[config.mk]
export PLATFORM = sky130hd
export DESIGN_NAME = seq_match_reporter
export DESIGN_NICKNAME = d
export VERILOG_FILES = /design/src/rtl/seq_match_reporter.sv
export SDC_FILE = /design/constraint.sdc
export NUM_CORES = 1
export LEC_CHECK = 0
export BUFFER_PORTS_ARGS = -buffer_cell sky130_fd_sc_hd__buf_2
export CORE_MARGIN = 3
export CORE_UTILIZATION = 45
export DETAILED_ROUTE_END_ITERATION = 12
export PLACE_DENSITY_LB_ADDON = 0.2
export SYNTH_ARGS = -nofsm -noshare
export SYNTH_HDL_FRONTEND = slang
export SYNTH_SLANG_ARGS = --single-unit
[constraint.sdc]
create_clock -name clk -period 1.8 [get_ports clk]
set_clock_uncertainty 0.1 [all_clocks]
set_input_delay 0.18 -clock clk [delete_from_list [all_inputs] [get_ports clk]]
set_output_delay 0.18 -clock clk [all_outputs]
set_load 0.02 [all_outputs]
[src/rtl/seq_match_reporter.sv]
// seq_match_reporter: counts "1101" detector hits per window and
// reports each window count over a valid/ready channel.
module seq_match_reporter #(
  parameter int CNT_W = 8,
  parameter int WIN_W = 16
) (
  input  logic             clk,
  input  logic             rst_n,
  input  logic             en,
  input  logic [WIN_W-1:0] win_len,
  input  logic             hit,
  input  logic             clr_drop,
  input  logic             rpt_ready,
  output logic             rpt_valid,
  output logic [CNT_W-1:0] rpt_count,
  output logic             rpt_sat,
  output logic             rpt_drop,
  output logic             busy
);

  typedef enum logic {IDLE, RUN} state_t;

  localparam logic [CNT_W-1:0] MAX = '1;

  state_t           state;
  logic [CNT_W-1:0] acc;
  logic             acc_sat;
  logic [WIN_W-1:0] timer;

  logic [WIN_W-1:0] reload;
  logic             at_max;
  logic [CNT_W-1:0] fin_cnt;
  logic             fin_sat;
  logic             close;
  logic             load_rpt;
  logic             drop_ev;
  logic             xfer;

  assign reload   = (win_len == '0) ? '0 : win_len - 1'b1;
  assign at_max   = (acc == MAX);
  assign fin_cnt  = (hit && !at_max) ? acc + 1'b1 : acc;
  assign fin_sat  = acc_sat | (hit & at_max);
  assign close    = (state == RUN) && en && (timer == '0);
  assign xfer     = rpt_valid & rpt_ready;
  assign load_rpt = close && (!rpt_valid || rpt_ready);
  assign drop_ev  = close && rpt_valid && !rpt_ready;

  always_ff @(posedge clk) begin
    if (!rst_n) begin
      state     <= IDLE;
      busy      <= 1'b0;
      acc       <= '0;
      acc_sat   <= 1'b0;
      timer     <= '0;
      rpt_valid <= 1'b0;
      rpt_count <= '0;
      rpt_sat   <= 1'b0;
      rpt_drop  <= 1'b0;
    end else begin
      unique case (state)
        IDLE: begin
          timer   <= reload;
          acc     <= '0;
          acc_sat <= 1'b0;
          if (en) begin
            state <= RUN;
            busy  <= 1'b1;
          end
        end
        RUN: begin
          if (!en) begin
            state <= IDLE;
            busy  <= 1'b0;
          end else if (timer != '0) begin
            timer <= timer - 1'b1;
            acc   <= fin_cnt;
            if (hit && at_max)
              acc_sat <= 1'b1;
          end else begin
            timer   <= reload;
            acc     <= '0;
            acc_sat <= 1'b0;
          end
        end
        default: begin
          state <= IDLE;
          busy  <= 1'b0;
        end
      endcase

      // a close that finds the slot busy keeps the old report
      if (load_rpt) begin
        rpt_valid <= 1'b1;
        rpt_count <= fin_cnt;
        rpt_sat   <= fin_sat;
      end else if (xfer) begin
        rpt_valid <= 1'b0;
      end

      if (drop_ev)
        rpt_drop <= 1'b1;
      else if (clr_drop)
        rpt_drop <= 1'b0;
    end
  end

endmodule
Word-level counts from Yosys, hierarchy flattened. Cells that the tools add are included. Widths: inputs -> output; s select.

Multiplexer cells: 20. $mul: 0. Shifts and indexed selects: 0. Equal/unequal tests: 5. Order comparisons: 0. Reduce and logical (&&, ||, !) cells: 18. Bitwise operators: 4. Div/mod/pow operators: 0. Add/sub/neg operators: 3.

Operators with widths (number): $mux 16 (3); $logic_not 16->1 (2); $pmux 16 s2 (1); $sub 16x1->16 const B (2); $mux 8 (3); $pmux 8 s2 (1); $reduce_bool 16->1 (1); $mux 1 (10); $add 8x1->8 const B (1); $eq 8x8->1 const B (1); $logic_and 1x1->1 (7); $ne 2x2->1 const B (3); $pmux 1 s2 (2); $reduce_and 2->1 (2); $reduce_bool 2->1 (2); $logic_not 1->1 (3); $ne 3x2->1 const B (1); $and 1x1->1 (2); $logic_or 1x1->1 (1); $not 1->1 (1); $or 1x1->1 (1).

Output and inout bits: 12. Flip-flop bits (word level): 38. ROM bits: 0. Logic and storage cells: 59. Latch bits: 0. Memories kept: 0. Input bits: 22. RAM bits: 0.

Logic depth before layout (Yosys ltp).
Depth after elaboration: 7. Depth in mapped cells: 10. Mapped depth without buffers: 7.

Worst setup path before layout. OpenSTA, ideal clock, no wires.

Path type: register to register. Start point: reg timer[0]. End point: reg timer[8]. Data required time: 1.582 ns. Buffers on the path: 0. Setup time: 0.118 ns. Period minus slack after synthesis: 2.011 ns. Slack: -0.211 ns. Arrival: 1.793 ns. Stages on the path, launching flop included: 8. Cells stage by stage: dfxtp_1 > inv_1 > ha_1 > or4b_1 > or4_1 > a21oi_1 > o22ai_1 > o2bb2ai_1.

Word-level cells in the longest chain between the ends: 4. Elaborated cells between the ends (all ways): 5. Those cells by class: 1 x add/sub; 3 x mux; 1 x reduce/logical.

Ends and longest elaborated chain: from (decl) (line 28) `logic [WIN_W-1:0] timer;`; from (signal assigned) (line 62) `timer <= reload;`; from (signal assigned) (line 75) `timer <= timer - 1'b1;`; from (signal assigned) (line 80) `timer <= reload;`; $sub 16x1->16 or $reduce_bool 16->1 (tied branches) (line 75, 74); $mux 16 * (line 74) `end else if (timer != '0) begin`; $mux 16 * (line 71) `if (!en) begin`; $pmux 16 s2 * (line 60) `unique case (state)`.

Every way passes the cells marked *; elsewhere a longest branch is shown, timed or not. The select of a mux whose other input is x is not followed. A chain may end at the register's enable or synchronous reset.

Worst setup path in the final report.
Start point: reg timer[9]. End point: reg timer[15].

The elaborated chain is that of the path after synthesis.

==> results by group <==
Status
  • Failing checks: setup timing
  • Status: finished with violations

Logic synthesis
  • Synth top cells by count: 38 x dfxtp_1, 29 x nor2_1, 21 x nand2_1
  • Yosys reg bits: 38
  • Synthesized area: roughly 0.0024 sq mm
  • Yosys top cell area share: 32.2%
  • Most frequent cell after synthesis: dfxtp_1
  • Synthesized area per cell: 8.11 sq um
  • Yosys cell types: 56
  • Cell taking the most area after synthesis: dfxtp_1
  • Top_reg_cell synth: dfxtp_1
  • Net count after synthesis: 318
  • Synth warn: 0
  • Synth area leaders: dfxtp_1 32%, nor2_1 4.6%, xor2_1 4.1%, xnor2_1 3.7%, o21ai_0 3.4%
  • Async set-reset flop share out of synthesis: 0%
  • Largest family of logic cells by synthesized area: simple AND/OR/NAND/NOR gates
  • Compound-Gate Fraction of Synth Area: 23.6%
  • Post-Synth Adder-Cell Area: around 2.6%
  • Number of flops mapped to enable cells by yosys: 0
  • Multiplexer share of the synthesized area: 0.901%
  • XOR/XNOR Fraction of Synth Area: 7.79%
  • Simple-gate area share of the yosys netlist: 27.1%
  • Syn Inst Count: ~290
  • Sequential share of the synthesized area: approximately 32%

Worst setup path
  • Startpoint Class: flop
  • Setup CP Type: flop to flop
  • Reg2Reg Depth: 6
  • Reg2reg setup slack: -160 ps
  • CP arrival: ~2100 ps
  • Setup crit start: timer[9]$_SDFFE_PN0P_
  • Worst setup endpoint: timer[15]$_SDFFE_PN0P_
  • RR Endpoint: timer[15]$_SDFFE_PN0P_
  • Origin of the critical flop-to-flop path: timer[9]$_SDFFE_PN0P_
  • Crit. End Element: flop
  • Crit path max fanout: 6
  • CP required: between 1500 and 2000 ps

Placement
  • IO Port Bufs: 33
  • Post-DP HPWL: 4.83 mm
  • Area after DPL: ~0.0030 sq mm
  • Routability congestion estimate: 1.04

Power and ir drop
  • Pwr/cell area: roughly 620 mW/mm^2
  • Sequential share of power: between 40% and 50%
  • Proportion of power drawn by the clock network: 26.7%
  • Switching share of power: 31.7%
  • Leakage power: between 1 and 1.5 nW
  • Combinational Power Share: between 30% and 40%
  • P_int: 0.00145 W
  • NetSw: between 0.0006 and 0.0007 W
  • Peak supply drop: approximately 0.37 mV
  • Final Power: ~0.0021 W

Floorplan
  • Die H: 78.4 um
  • IO Pins: 34
  • Num rows: 25
  • Die W: about 78 um
  • Initial Utilization: about half
  • Core Region: just under 0.005 sq mm
  • Die ar.: between 0.006 and 0.007 sq mm

Clock tree
  • Sink Count: 38
  • Root buffer cell: clkbuf_8
  • CTS H-tree lvls: 2
  • Clock transition at the registers of the reported paths: 70 ps
  • TritonCTS buffer count: 5
  • Hold buffers post-CTS: 0
  • CTS tree: built
  • Skew-Pair Late Insertion Delay: 300 ps
  • Clk buf depth: 2

Cells and area
  • Share of layout cells above drive strength 1: 41.4%
  • Nets@finish: around 400
  • N_diodes: 0
  • Area grow syn2layout: 44.3%
  • Final core occ: a little over two thirds
  • Final Instance Area: ~0.0034 sq mm

STA
  • Worst slew margin: between 60% and 70%
  • Period utilisation layout: 109%
  • Unrepaired setup endpoints after global routing: yes
  • Hold slack: between 30 and 40 ps
  • Final WS setup: -163 ps
  • Final Hold Viols: 0
  • Final Max Tran Viols: 0
  • Setup TNS: -2330 ps
  • Min Tclk post-route: slightly below 2000 ps
  • Final setup vio count: 32
  • FMAX: roughly 510 MHz
  • Slew @ Worst Pin: between 400 and 500 ps

Detailed routing
  • Post-DRT Antenna Nets: 0
  • Drt drc: 0
  • Final WL: around 7 mm
  • Vias per inst: 5.85
  • Drt first-iter violations: ~120
  • Drt first pass iters: 6
  • Via count: 2638
  • Avg WL per Cell: ~16 um

Global routing
  • Total global routing overflow: 0
  • Initial antenna violation count: 0
  • Vias in the first global route: about 2500
  • Largest net degree at the start of global routing: 23
  • First-pass GRT wire length: around 12 mm
  • Tot GR Track Use: around a quarter

Min path
  • Min-delay worst type: input pin to flop

Run
  • Max-cap violation count: 0
## worst min path at each step
stage / cells after the start / slack, ps / endpoint / startpoint
after global placement: 3 / 340 / state$_SDFF_PN0_ / en
final: 3 / 40 / state$_SDFF_PN0_ / en
after floorplan: 2 / 220 / state$_SDFF_PN0_ / en
after detailed placement: 2 / 340 / rpt_count[2]$_SDFFE_PN0P_ / rpt_count[2]$_SDFFE_PN0P_
after global routing: 3 / 80 / state$_SDFF_PN0_ / en
after CTS: 3 / 40 / state$_SDFF_PN0_ / en
## logic make-up after synthesis
family	after synthesis
xor+xnor	21
compound gates	84
buf+inv	25
fa+ha+maj	5
mux	2
simple gates	116
flops	38
## layout make-up
type                       instances  area, sq um
multi-input combinational        230         1740
timing repair buffer              97          696
sequential                        38          764
fill                             393         1470
clock inverter                     2         10.0
tap                               67         83.8
clock buffer                       5         68.8
inverter                          12         45.0
## stage by stage
stage               setup WS, ps  std cells
floorplan                   -110        291
global placement            -130        436
detailed placement          -199        436
CTS                         -139        447
global route                -202        451
finish                      -163        451
## routing by layer
metal,global-route usage [%],part of all wire (%)
met5,0,0
met4,13.3,3.0
met3,4.82,6.5
met2,40.7,49
met1,28.1,42
## layout by cell type (no fill, tap or decap), drive strengths merged, types with 2 or more instances in the layout
cell type / count
buf: 97
dfxtp: 38
nor2: 29
nand2: 21
o21ai: 16
a21oi: 15
nor3: 13
inv: 12
o22ai: 12
xor2: 11
xnor2: 10
nand4: 9
nor4: 9
nand3: 7
and3: 7
a211oi: 6
or3: 5
a31oi: 5
clkbuf: 5
ha: 5
o31ai: 5
or4: 4
a22oi: 4
o311a: 3
nand2b: 3
and2: 3
a211o: 2
a21o: 2
o21a: 2
nand4b: 2
a32o: 2
clkinv: 2
## power groups by stage
stage          clock, W  sequential [W]  combinational (W)
6_report       0.000568        0.000918           0.000643
5_1_grt        0.000628        0.000921           0.000691
4_1_cts        0.000589        0.000916           0.000572
3_5_place_dp          0        0.000934           0.000544
3_3_place_gp          0        0.000933           0.000536
2_1_floorplan         0        0.000949           0.000276
## state kept, by name (all words and copies together), names as in the netlist
signal,flops
timer,16
acc,8
rpt_count,8
acc_sat,1
busy,1
rpt_drop,1
rpt_sat,1
rpt_valid,1
state,1
## worst max-delay path: stages, from the launching register on
cell     delay [ps]
dfxtp_1         320
nor4_1          480
and4_4          350
buf_6           140
nor2_4           50
a211o_1         240
a31oi_1         190
## what timing repair did
action                                 4_1_cts  5_1_grt
setup buffers                                3        4
pin swaps                                   13       23
endpoints found under the hold margin        0        0
setup endpoints to repair                   29       35
gates cloned                                 2        0
gates resized for setup                     18       52
Power figures use the tool's default switching activity.
